File: config.mk
export PLATFORM = sky130hd
export DESIGN_NAME = x87_seq_flat
export DESIGN_NICKNAME = d
export VERILOG_FILES = /design/src/rtl/x87_pkg.sv /design/src/rtl/x87_seq_if.sv /design/src/rtl/x87_seq.sv /design/src/flat_wrapper.sv
export SDC_FILE = /design/constraint.sdc
export NUM_CORES = 1
export LEC_CHECK = 0
export ABC_AREA = 1
export BUFFER_PORTS_ARGS = -buffer_cell sky130_fd_sc_hd__buf_2
export CORE_AREA = 2 2 140 142
export CTS_BUF_LIST = sky130_fd_sc_hd__clkbuf_16
export CTS_CLUSTER_SIZE = 14
export DETAILED_ROUTE_END_ITERATION = 7
export DIE_AREA = 0 0 142 144
export GPL_TIMING_DRIVEN = 0
export PLACE_DENSITY = 0.91
export SLEW_MARGIN = 30
export SYNTH_ARGS = -nofsm -noshare
export SYNTH_HDL_FRONTEND = slang
export SYNTH_SLANG_ARGS = --single-unit
export TNS_END_PERCENT = 20
File: constraint.sdc
create_clock -name clk -period 2.4 [get_ports clk]
set_input_delay 0.12 -clock clk [delete_from_list [all_inputs] [get_ports clk]]
set_output_delay 0.12 -clock clk [all_outputs]
set_load 0.02 [all_outputs]
File: src/rtl/x87_pkg.sv
// Shared x87 sequencer definitions: decoder/exec command codes, FSM state codes,
// memstore size codes and the command classification helpers.
package x87_pkg;

  localparam logic [4:0] CMD_NOP      = 5'd0;
  localparam logic [4:0] CMD_FADD_STI = 5'd1;
  localparam logic [4:0] CMD_FMUL_STI = 5'd2;
  localparam logic [4:0] CMD_FLDCW    = 5'd3;
  localparam logic [4:0] CMD_FNSTCW   = 5'd4;
  localparam logic [4:0] CMD_FXCH     = 5'd5;
  localparam logic [4:0] CMD_FLD_M32  = 5'd6;
  localparam logic [4:0] CMD_FLD_M64  = 5'd7;
  localparam logic [4:0] CMD_FSTP_M32 = 5'd8;
  localparam logic [4:0] CMD_FSTP_M64 = 5'd9;

  localparam logic [2:0] ST_IDLE  = 3'd0;
  localparam logic [2:0] ST_RD0   = 3'd1;
  localparam logic [2:0] ST_RD1   = 3'd2;
  localparam logic [2:0] ST_EXEC  = 3'd3;
  localparam logic [2:0] ST_WAITD = 3'd4;
  localparam logic [2:0] ST_WR0   = 3'd5;
  localparam logic [2:0] ST_WR1   = 3'd6;
  localparam logic [2:0] ST_CMPL  = 3'd7;

  localparam logic [1:0] MS_SIZE_16 = 2'd0;
  localparam logic [1:0] MS_SIZE_32 = 2'd1;
  localparam logic [1:0] MS_SIZE_64 = 2'd2;

  function automatic logic is_load(input logic [4:0] cmd);
    logic r;
    case (cmd)
      CMD_FLDCW, CMD_FLD_M32, CMD_FLD_M64: r = 1'b1;
      default:                             r = 1'b0;
    endcase
    return r;
  endfunction

  function automatic logic is_two_beat_load(input logic [4:0] cmd);
    return (cmd == CMD_FLD_M64);
  endfunction

  // Control-word stores only touch the low halfword.
  function automatic logic [3:0] store_be(input logic [4:0] cmd);
    logic [3:0] be;
    case (cmd)
      CMD_FNSTCW: be = 4'b0011;
      default:    be = 4'b1111;
    endcase
    return be;
  endfunction

endpackage

File: src/rtl/x87_seq_if.sv
// Bus bundle between the x87 sequencer, the decoder, memory and the execution unit.
// master = sequencer side, slave = environment side.
interface x87_seq_if;
  logic        req_valid;
  logic        req_ready;
  logic [4:0]  req_cmd;
  logic [2:0]  req_idx;
  logic [31:0] req_addr;

  logic        rd_req;
  logic [31:0] rd_addr;
  logic        rd_ack;
  logic [31:0] rd_data;

  logic        wr_req;
  logic [31:0] wr_addr;
  logic [31:0] wr_data;
  logic [3:0]  wr_be;
  logic        wr_ack;

  logic        ex_start;
  logic [4:0]  ex_cmd;
  logic [2:0]  ex_idx;
  logic [31:0] ex_rdata32;
  logic [63:0] ex_rdata64;
  logic        ex_done;
  logic        ex_ms_valid;
  logic [1:0]  ex_ms_size;
  logic [63:0] ex_ms_data;

  logic        cmpl_valid;
  logic        cmpl_err;
  logic        busy;

  modport master (
    input  req_valid, req_cmd, req_idx, req_addr,
    output req_ready,
    output rd_req, rd_addr,
    input  rd_ack, rd_data,
    output wr_req, wr_addr, wr_data, wr_be,
    input  wr_ack,
    output ex_start, ex_cmd, ex_idx, ex_rdata32, ex_rdata64,
    input  ex_done, ex_ms_valid, ex_ms_size, ex_ms_data,
    output cmpl_valid, cmpl_err, busy
  );

  modport slave (
    output req_valid, req_cmd, req_idx, req_addr,
    input  req_ready,
    input  rd_req, rd_addr,
    output rd_ack, rd_data,
    input  wr_req, wr_addr, wr_data, wr_be,
    output wr_ack,
    input  ex_start, ex_cmd, ex_idx, ex_rdata32, ex_rdata64,
    output ex_done, ex_ms_valid, ex_ms_size, ex_ms_data,
    input  cmpl_valid, cmpl_err, busy
  );
endinterface

File: src/rtl/x87_seq.sv
// x87 command sequencer: fetches memory operands, launches the execution unit,
// writes back memory stores and retires each command with an optional watchdog abort.
module x87_seq
  import x87_pkg::*;
#(
  parameter int unsigned WDOG_MAX = 15
) (
  input  logic       clk,
  input  logic       rst_n,
  x87_seq_if.master  bus
);

  localparam logic [3:0] WDOG_LAST = 4'(WDOG_MAX - 1);

  logic [2:0]  state_r;
  logic [2:0]  state_s;
  logic [4:0]  cmd_r;
  logic [2:0]  idx_r;
  logic [31:0] addr_r;
  logic [31:0] lo_r;
  logic [31:0] hi_r;
  logic [63:0] st_data_r;
  logic [1:0]  st_size_r;
  logic [3:0]  wdog_r;
  logic        err_r;
  logic        wdog_exp_s;

  assign wdog_exp_s = (wdog_r == WDOG_LAST);

  // Next-state decode; acks and ex_done only matter in their owning states.
  always_comb begin
    state_s = state_r;
    case (state_r)
      ST_IDLE: begin
        if (bus.req_valid) state_s = is_load(bus.req_cmd) ? ST_RD0 : ST_EXEC;
        else               state_s = ST_IDLE;
      end
      ST_RD0: begin
        if (bus.rd_ack) state_s = is_two_beat_load(cmd_r) ? ST_RD1 : ST_EXEC;
        else            state_s = ST_RD0;
      end
      ST_RD1: begin
        if (bus.rd_ack) state_s = ST_EXEC;
        else            state_s = ST_RD1;
      end
      ST_EXEC: state_s = ST_WAITD;
      ST_WAITD: begin
        if (bus.ex_done)     state_s = bus.ex_ms_valid ? ST_WR0 : ST_CMPL;
        else if (wdog_exp_s) state_s = ST_CMPL;
        else                 state_s = ST_WAITD;
      end
      ST_WR0: begin
        if (bus.wr_ack) state_s = (st_size_r == MS_SIZE_64) ? ST_WR1 : ST_CMPL;
        else            state_s = ST_WR0;
      end
      ST_WR1: begin
        if (bus.wr_ack) state_s = ST_CMPL;
        else            state_s = ST_WR1;
      end
      ST_CMPL: state_s = ST_IDLE;
      default: state_s = ST_IDLE;
    endcase
  end

  // State, command latch, operand/store buffers and watchdog.
  always_ff @(posedge clk or negedge rst_n) begin
    if (!rst_n) begin
      state_r   <= ST_IDLE;
      cmd_r     <= 5'd0;
      idx_r     <= 3'd0;
      addr_r    <= 32'd0;
      lo_r      <= 32'd0;
      hi_r      <= 32'd0;
      st_data_r <= 64'd0;
      st_size_r <= 2'd0;
      wdog_r    <= 4'd0;
      err_r     <= 1'b0;
    end else begin
      state_r <= state_s;
      case (state_r)
        ST_IDLE: begin
          if (bus.req_valid) begin
            cmd_r     <= bus.req_cmd;
            idx_r     <= bus.req_idx;
            addr_r    <= bus.req_addr;
            lo_r      <= 32'd0;
            hi_r      <= 32'd0;
            st_data_r <= 64'd0;
            st_size_r <= 2'd0;
            wdog_r    <= 4'd0;
            err_r     <= 1'b0;
          end
        end
        ST_RD0: begin
          if (bus.rd_ack) lo_r <= bus.rd_data;
        end
        ST_RD1: begin
          if (bus.rd_ack) hi_r <= bus.rd_data;
        end
        ST_EXEC: wdog_r <= 4'd0;
        ST_WAITD: begin
          if (bus.ex_done) begin
            if (bus.ex_ms_valid) begin
              st_data_r <= bus.ex_ms_data;
              st_size_r <= bus.ex_ms_size;
            end
          end else if (wdog_exp_s) begin
            err_r <= 1'b1;
          end else begin
            wdog_r <= wdog_r + 4'd1;
          end
        end
        default: ;
      endcase
    end
  end

  // req_ready is gated by rst_n so it drops the instant reset asserts.
  assign bus.req_ready  = rst_n & (state_r == ST_IDLE);
  assign bus.busy       = (state_r != ST_IDLE);

  assign bus.rd_req     = (state_r == ST_RD0) | (state_r == ST_RD1);
  assign bus.rd_addr    = (state_r == ST_RD1) ? (addr_r + 32'd4) : addr_r;

  assign bus.wr_req     = (state_r == ST_WR0) | (state_r == ST_WR1);
  assign bus.wr_addr    = (state_r == ST_WR1) ? (addr_r + 32'd4) : addr_r;
  assign bus.wr_data    = (state_r == ST_WR1)      ? st_data_r[63:32] :
                          (cmd_r == CMD_FNSTCW)    ? {16'h0000, st_data_r[15:0]} :
                                                     st_data_r[31:0];
  assign bus.wr_be      = store_be(cmd_r);

  assign bus.ex_start   = (state_r == ST_EXEC);
  assign bus.ex_cmd     = cmd_r;
  assign bus.ex_idx     = idx_r;
  assign bus.ex_rdata32 = lo_r;
  assign bus.ex_rdata64 = {hi_r, lo_r};

  assign bus.cmpl_valid = (state_r == ST_CMPL);
  assign bus.cmpl_err   = (state_r == ST_CMPL) & err_r;

endmodule
File: src/flat_wrapper.sv
// flat-port wrapper written by rule: the top's interface ports become plain ports
module x87_seq_flat import x87_pkg::*;
#(
  parameter int unsigned WDOG_MAX = 15
)
  (clk, rst_n, bus_req_valid, bus_req_cmd, bus_req_idx, bus_req_addr, bus_req_ready, bus_rd_req, bus_rd_addr, bus_rd_ack, bus_rd_data, bus_wr_req, bus_wr_addr, bus_wr_data, bus_wr_be, bus_wr_ack, bus_ex_start, bus_ex_cmd, bus_ex_idx, bus_ex_rdata32, bus_ex_rdata64, bus_ex_done, bus_ex_ms_valid, bus_ex_ms_size, bus_ex_ms_data, bus_cmpl_valid, bus_cmpl_err, bus_busy);
  x87_seq_if bus_i ();
  input  logic clk;
  input  logic rst_n;
  input wire logic [$bits(bus_i.req_valid)-1:0] bus_req_valid;
  input wire logic [$bits(bus_i.req_cmd)-1:0] bus_req_cmd;
  input wire logic [$bits(bus_i.req_idx)-1:0] bus_req_idx;
  input wire logic [$bits(bus_i.req_addr)-1:0] bus_req_addr;
  output wire logic [$bits(bus_i.req_ready)-1:0] bus_req_ready;
  output wire logic [$bits(bus_i.rd_req)-1:0] bus_rd_req;
  output wire logic [$bits(bus_i.rd_addr)-1:0] bus_rd_addr;
  input wire logic [$bits(bus_i.rd_ack)-1:0] bus_rd_ack;
  input wire logic [$bits(bus_i.rd_data)-1:0] bus_rd_data;
  output wire logic [$bits(bus_i.wr_req)-1:0] bus_wr_req;
  output wire logic [$bits(bus_i.wr_addr)-1:0] bus_wr_addr;
  output wire logic [$bits(bus_i.wr_data)-1:0] bus_wr_data;
  output wire logic [$bits(bus_i.wr_be)-1:0] bus_wr_be;
  input wire logic [$bits(bus_i.wr_ack)-1:0] bus_wr_ack;
  output wire logic [$bits(bus_i.ex_start)-1:0] bus_ex_start;
  output wire logic [$bits(bus_i.ex_cmd)-1:0] bus_ex_cmd;
  output wire logic [$bits(bus_i.ex_idx)-1:0] bus_ex_idx;
  output wire logic [$bits(bus_i.ex_rdata32)-1:0] bus_ex_rdata32;
  output wire logic [$bits(bus_i.ex_rdata64)-1:0] bus_ex_rdata64;
  input wire logic [$bits(bus_i.ex_done)-1:0] bus_ex_done;
  input wire logic [$bits(bus_i.ex_ms_valid)-1:0] bus_ex_ms_valid;
  input wire logic [$bits(bus_i.ex_ms_size)-1:0] bus_ex_ms_size;
  input wire logic [$bits(bus_i.ex_ms_data)-1:0] bus_ex_ms_data;
  output wire logic [$bits(bus_i.cmpl_valid)-1:0] bus_cmpl_valid;
  output wire logic [$bits(bus_i.cmpl_err)-1:0] bus_cmpl_err;
  output wire logic [$bits(bus_i.busy)-1:0] bus_busy;
  assign bus_i.req_valid = bus_req_valid;
  assign bus_i.req_cmd = bus_req_cmd;
  assign bus_i.req_idx = bus_req_idx;
  assign bus_i.req_addr = bus_req_addr;
  assign bus_req_ready = bus_i.req_ready;
  assign bus_rd_req = bus_i.rd_req;
  assign bus_rd_addr = bus_i.rd_addr;
  assign bus_i.rd_ack = bus_rd_ack;
  assign bus_i.rd_data = bus_rd_data;
  assign bus_wr_req = bus_i.wr_req;
  assign bus_wr_addr = bus_i.wr_addr;
  assign bus_wr_data = bus_i.wr_data;
  assign bus_wr_be = bus_i.wr_be;
  assign bus_i.wr_ack = bus_wr_ack;
  assign bus_ex_start = bus_i.ex_start;
  assign bus_ex_cmd = bus_i.ex_cmd;
  assign bus_ex_idx = bus_i.ex_idx;
  assign bus_ex_rdata32 = bus_i.ex_rdata32;
  assign bus_ex_rdata64 = bus_i.ex_rdata64;
  assign bus_i.ex_done = bus_ex_done;
  assign bus_i.ex_ms_valid = bus_ex_ms_valid;
  assign bus_i.ex_ms_size = bus_ex_ms_size;
  assign bus_i.ex_ms_data = bus_ex_ms_data;
  assign bus_cmpl_valid = bus_i.cmpl_valid;
  assign bus_cmpl_err = bus_i.cmpl_err;
  assign bus_busy = bus_i.busy;
  x87_seq #(.WDOG_MAX(WDOG_MAX)) u_core (.clk(clk), .rst_n(rst_n), .bus(bus_i));
endmodule
Yosys cells after proc, flatten, opt, wreduce, memory -nomap -nowiden. Index checks and enable logic that the tools add are counted. Widths: inputs -> output; s select.

Flip-flop bits (word level): 178. Output and inout port bits: 211. Bits of input ports: 145. Word-level logic and storage cells: 91.

$add $sub $neg: 2. Reduce and logical (&&, ||, !) cells: 13. Eq/ne operators: 22. Bitwise operators: 4. Muxes and demuxes: 40.

Operators with widths (number): $mux 32 (6); $mux 64 (3); $pmux 32 s2 (2); $pmux 64 s2 (1); $add 32x3->32 const B (1); $pmux 3 s8 (1); $eq 5x3->1 const B (4); $mux 4 (4); $ne 2x2->1 const B (7); $eq 3x3->1 const B (4); $mux 2 (6); $mux 3 (4); $pmux 4 s3 (1); $reduce_and 4->1 (3); $mux 1 (10); $eq 3x2->1 const B (2); $reduce_and 3->1 (2); $reduce_bool 2->1 (3); $reduce_bool 3->1 (2); $eq 5x2->1 const B (1); $add 4x1->4 const B (1); $eq 4x4->1 const B (1); $pmux 2 s2 (1); $eq 3x1->1 const B (1); 8 further kinds (10).

Logic depth before layout (Yosys ltp).
Word-level depth: 8. Depth in mapped cells: 10. Mapped depth without buffers: 10.

Worst setup path before layout. OpenSTA, ideal clock, no wires.

Kind: flip-flop to output port. From: register u_core.cmd_r[3] (netlist: u_core.bus.ex_cmd[3]). To: output bus_wr_data[22]. Path slack: 0.689 ns. Buffers on the path: 1. Data required time: 2.280 ns. Cell stages (with the launch flop): 8. Data arrival time: 1.591 ns. Cell sequence: dfrtp_1 > inv_1 > nand2_1 > nor2_1 > nand3_1 > clkbuf_1 > nand3_1 > o21ai_0.

Cells in the longest elaborated chain, start to end: 3.

RTL lines: start, declared (RTL line x87_seq.sv:17) `logic [4:0] cmd_r;`; start signal, assigned (RTL line x87_seq.sv:83) `cmd_r <= bus.req_cmd;`; $eq 5x3->1 (RTL line x87_seq.sv:128) `(cmd_r == CMD_FNSTCW) ? {16'h0000, st_data_r[15:0]} :`; $mux 32 (RTL line x87_seq.sv:128); $mux 32 (RTL line x87_seq.sv:127) `assign bus.wr_data = (state_r == ST_WR1) ? st_data_r[63:32] :`; end, declared (RTL line flat_wrapper.sv:21) `output wire logic [$bits(bus_i.wr_data)-1:0] bus_wr_data;`.

Every way passes these cells.

Final worst setup path.
From: register u_core.state_r[2]. To: output bus_wr_data[0].

Cells in the longest elaborated chain, start to end: 2.

RTL lines: start, declared (RTL line x87_seq.sv:15) `logic [2:0] state_r;`; start signal, assigned (RTL line x87_seq.sv:79) `state_r <= state_s;`; $eq 3x3->1 (RTL line x87_seq.sv:127); $mux 32 (RTL line x87_seq.sv:127).

Every way passes these cells.

==> impl_metrics.json <==
{
  "route.detailed.wl_per_inst_um": 18.7,
  "cp.required_ps": 2280,
  "antenna_left": 0,
  "powerDensity_nw_per_um2": 1310,
  "cts_tree": "built",
  "yosysUniqueCellTypes": 37,
  "wl_met1_um": 13900,
  "holdWs_ps": 82.1,
  "yosys.area.top_type": "dfrtp_1",
  "ir_worst_vdd_uv": 622,
  "rsz0062_at_grt": "true",
  "period_needed_ps": 2320,
  "rows": 51,
  "utilization": 0.739,
  "hp-class": "primary input to asynchronous set/reset pin",
  "slew_violations": 0,
  "dp_hpwl_um": 24500,
  "slew_headroom": 0.661,
  "drc": 0,
  "wl_met2_um": 18800,
  "core_um2": 19100,
  "drive_gt1_frac": 0.311,
  "grt_usage": 0.373,
  "finalSetupViolations": 0,
  "synth_top_area_share": 0.451,
  "n_fill_cell": 1323,
  "period_share": 0.966,
  "highest-signal-layer": "met4",
  "cts_root_buf": "clkbuf_16",
  "status": "completed",
  "syn2layout_area_growth_pct": 42.7,
  "worst_pin_slew_ps": 508,
  "ys_warn_count": 0,
  "clk_pin_slew_worst_paths_ps": 80,
  "port_buffers": 353,
  "io_pins": 356,
  "netlist_top_cells_area": "dfrtp_1 (45%), nand2_1 (16%), nand3_1 (9.7%), nand3_2 (4.2%), inv_1 (4.1%)",
  "drt_wl_total_um": 38700,
  "first_pass_iters": 6,
  "fmax_mhz": 431,
  "fin_area_um2": 14100,
  "start_kind": "flop",
  "cap_violations": 0,
  "ys_seq_elements": 178,
  "vias": 11700,
  "grt.overflow.total": 0,
  "async_reset_ff_frac": 1.00,
  "gp_congestion": 0.953,
  "cp.arrival_ps": 2200,
  "die_h_um": 144,
  "setup_tns_ps": 0,
  "met3WireLength_um": 3420,
  "cts_buffers": 17,
  "syn_area_per_cell_um2": 7.62,
  "grt_max_degree": 90,
  "clkSinkCount": 178,
  "clock_latency_ps": 430,
  "via_per_inst": 5.64,
  "antenna_found_initial": 1,
  "synth_edf_count": 0,
  "h-tree-depth": 4,
  "critPathMaxFanout": 10,
  "leakage_nw": 7.61,
  "hold_viol_final": 0,
  "start_util": 0.518,
  "fp.dieW_um": 142,
  "r2r_setup_slack_ps": 410,
  "syn_area_um2": 9880,
  "netlist_instances": 1296,
  "die-area_um2": 20400,
  "drtIter0Drc": 1054,
  "grt_pass1_vias": 11400,
  "design.final.nets": 1962,
  "clockBufferDepth": 2,
  "ys.flop_type": "dfrtp_1",
  "yosysSeqAreaShare": 0.451,
  "path_class": "flop to output pin",
  "synth_most_common_cell": "nand2_1",
  "endpoint_kind": "output pin",
  "synth_common_cells": "nand2_1 (417), nand3_1 (192), dfrtp_1 (178)",
  "skew_ps": 13.8,
  "grt_pass1_wl_um": 58900,
  "dpl_cell_area_um2": 12000
}
==> where the power goes <==
part / internal (mW) / switching (mW) / leakage (nW) / total (mW)
registers: 4.23 / 1.10 / 2.38 / 5.33
clock network: 1.57 / 1.33 / 0.286 / 2.90
logic: 3.35 / 6.83 / 4.94 / 10.2
total: 9.15 / 9.27 / 7.61 / 18.4
==> registers in the layout (all words and copies together), names as in the netlist <==
register,count
u_core.addr_r,32
u_core.bus.ex_cmd,5
u_core.bus.ex_idx,3
u_core.bus.ex_rdata32,32
u_core.err_r,1
u_core.hi_r,32
u_core.st_data_r,64
u_core.st_size_r,2
u_core.state_r,3
u_core.wdog_r,4
==> layout by cell type, fill, tap and decap left out, types with 7 or more instances in the layout <==
cell type,count
inv_1,109
xor2_1,13
clkbuf_1,14
o21ai_1,54
nand3_1,190
buf_4,49
nand2_1,415
dlygate4sd3_1,141
nand3_2,43
nor2_1,49
nor2_2,7
buf_2,390
o21ai_2,10
clkbuf_16,17
o21ai_0,73
dfrtp_1,175
==> path summary, 6_finish.rpt <==
check,startpoint,depth (start not counted),to
max,u_core.state_r[2],6,bus_wr_data[0]
min,rst_n,2,u_core.addr_r[6]
max reg2reg,u_core.state_r[1],8,u_core.st_data_r[19]
min reg2reg,u_core.bus.ex_idx[0],2,u_core.bus.ex_idx[0]
max in group asynchronous,rst_n,3,u_core.state_r[0]
min in group clk,bus_ex_ms_valid,4,u_core.state_r[1]
==> worst max-delay path, cell delays in order, from the launching register on <==
cell and delay, ps:
dfrtp_1 320, buf_2 240, nand3_2 200, buf_4 230
buf_2 220, o21ai_0 280, clkbuf_4 260
==> per-layer routing <==
layer / vias up / track usage
met2: 895 / 0.624
met3: 232 / 0.0675
li1: 5144 / -
met1: 5386 / 0.448
met5: - / 0
met4: 0 / 0.233
==> kinds of logic (layout without fill, tap and decap cells) <==
group / after synthesis / in the layout / share of synthesized area
simple gates: 722 / 722 / 0.332
compound gates: 145 / 145 / 0.0799
buf+inv: 230 / 760 / 0.118
flops: 178 / 178 / 0.451
xor+xnor: 17 / 17 / 0.0151
other cells: 1 / 4 / 0.000380
fa+ha+maj: 3 / 3 / 0.00380
==> per-stage QoR <==
stage | total power [mW] | worst slack, ps | cells
final | 18.4 | 81.1 | 2067
after global routing | 19.4 | -5.16 | 2066
after CTS | 17.9 | 11.7 | 2063
after detailed placement | 14.7 | 331 | 1890
after global placement | 14.5 | -1640 | 1888
after floorplan | 11.4 | 689 | 1297
==> area by class of cell <==
type / count / area (um^2) / area share
tap: 238 / 298 / 0.0211
antenna: 2 / 5.00 / 0.000355
sequential: 178 / 4460 / 0.316
clock inverter: 15 / 171 / 0.0122
timing repair buffer: 498 / 3260 / 0.231
buffer: 116 / 752 / 0.0534
clock buffer: 17 / 425 / 0.0302
inverter: 114 / 428 / 0.0304
multi-input combinational: 889 / 4300 / 0.305
==> what timing repair did <==
item	4_1_cts	5_1_grt
pin swaps	0	1
setup endpoints to repair	40	54
hold endpoints to repair	349	0
resized for setup	7	19
setup buffers	0	2
hold buffers	141	0
(Power assumes the default switching activity.)
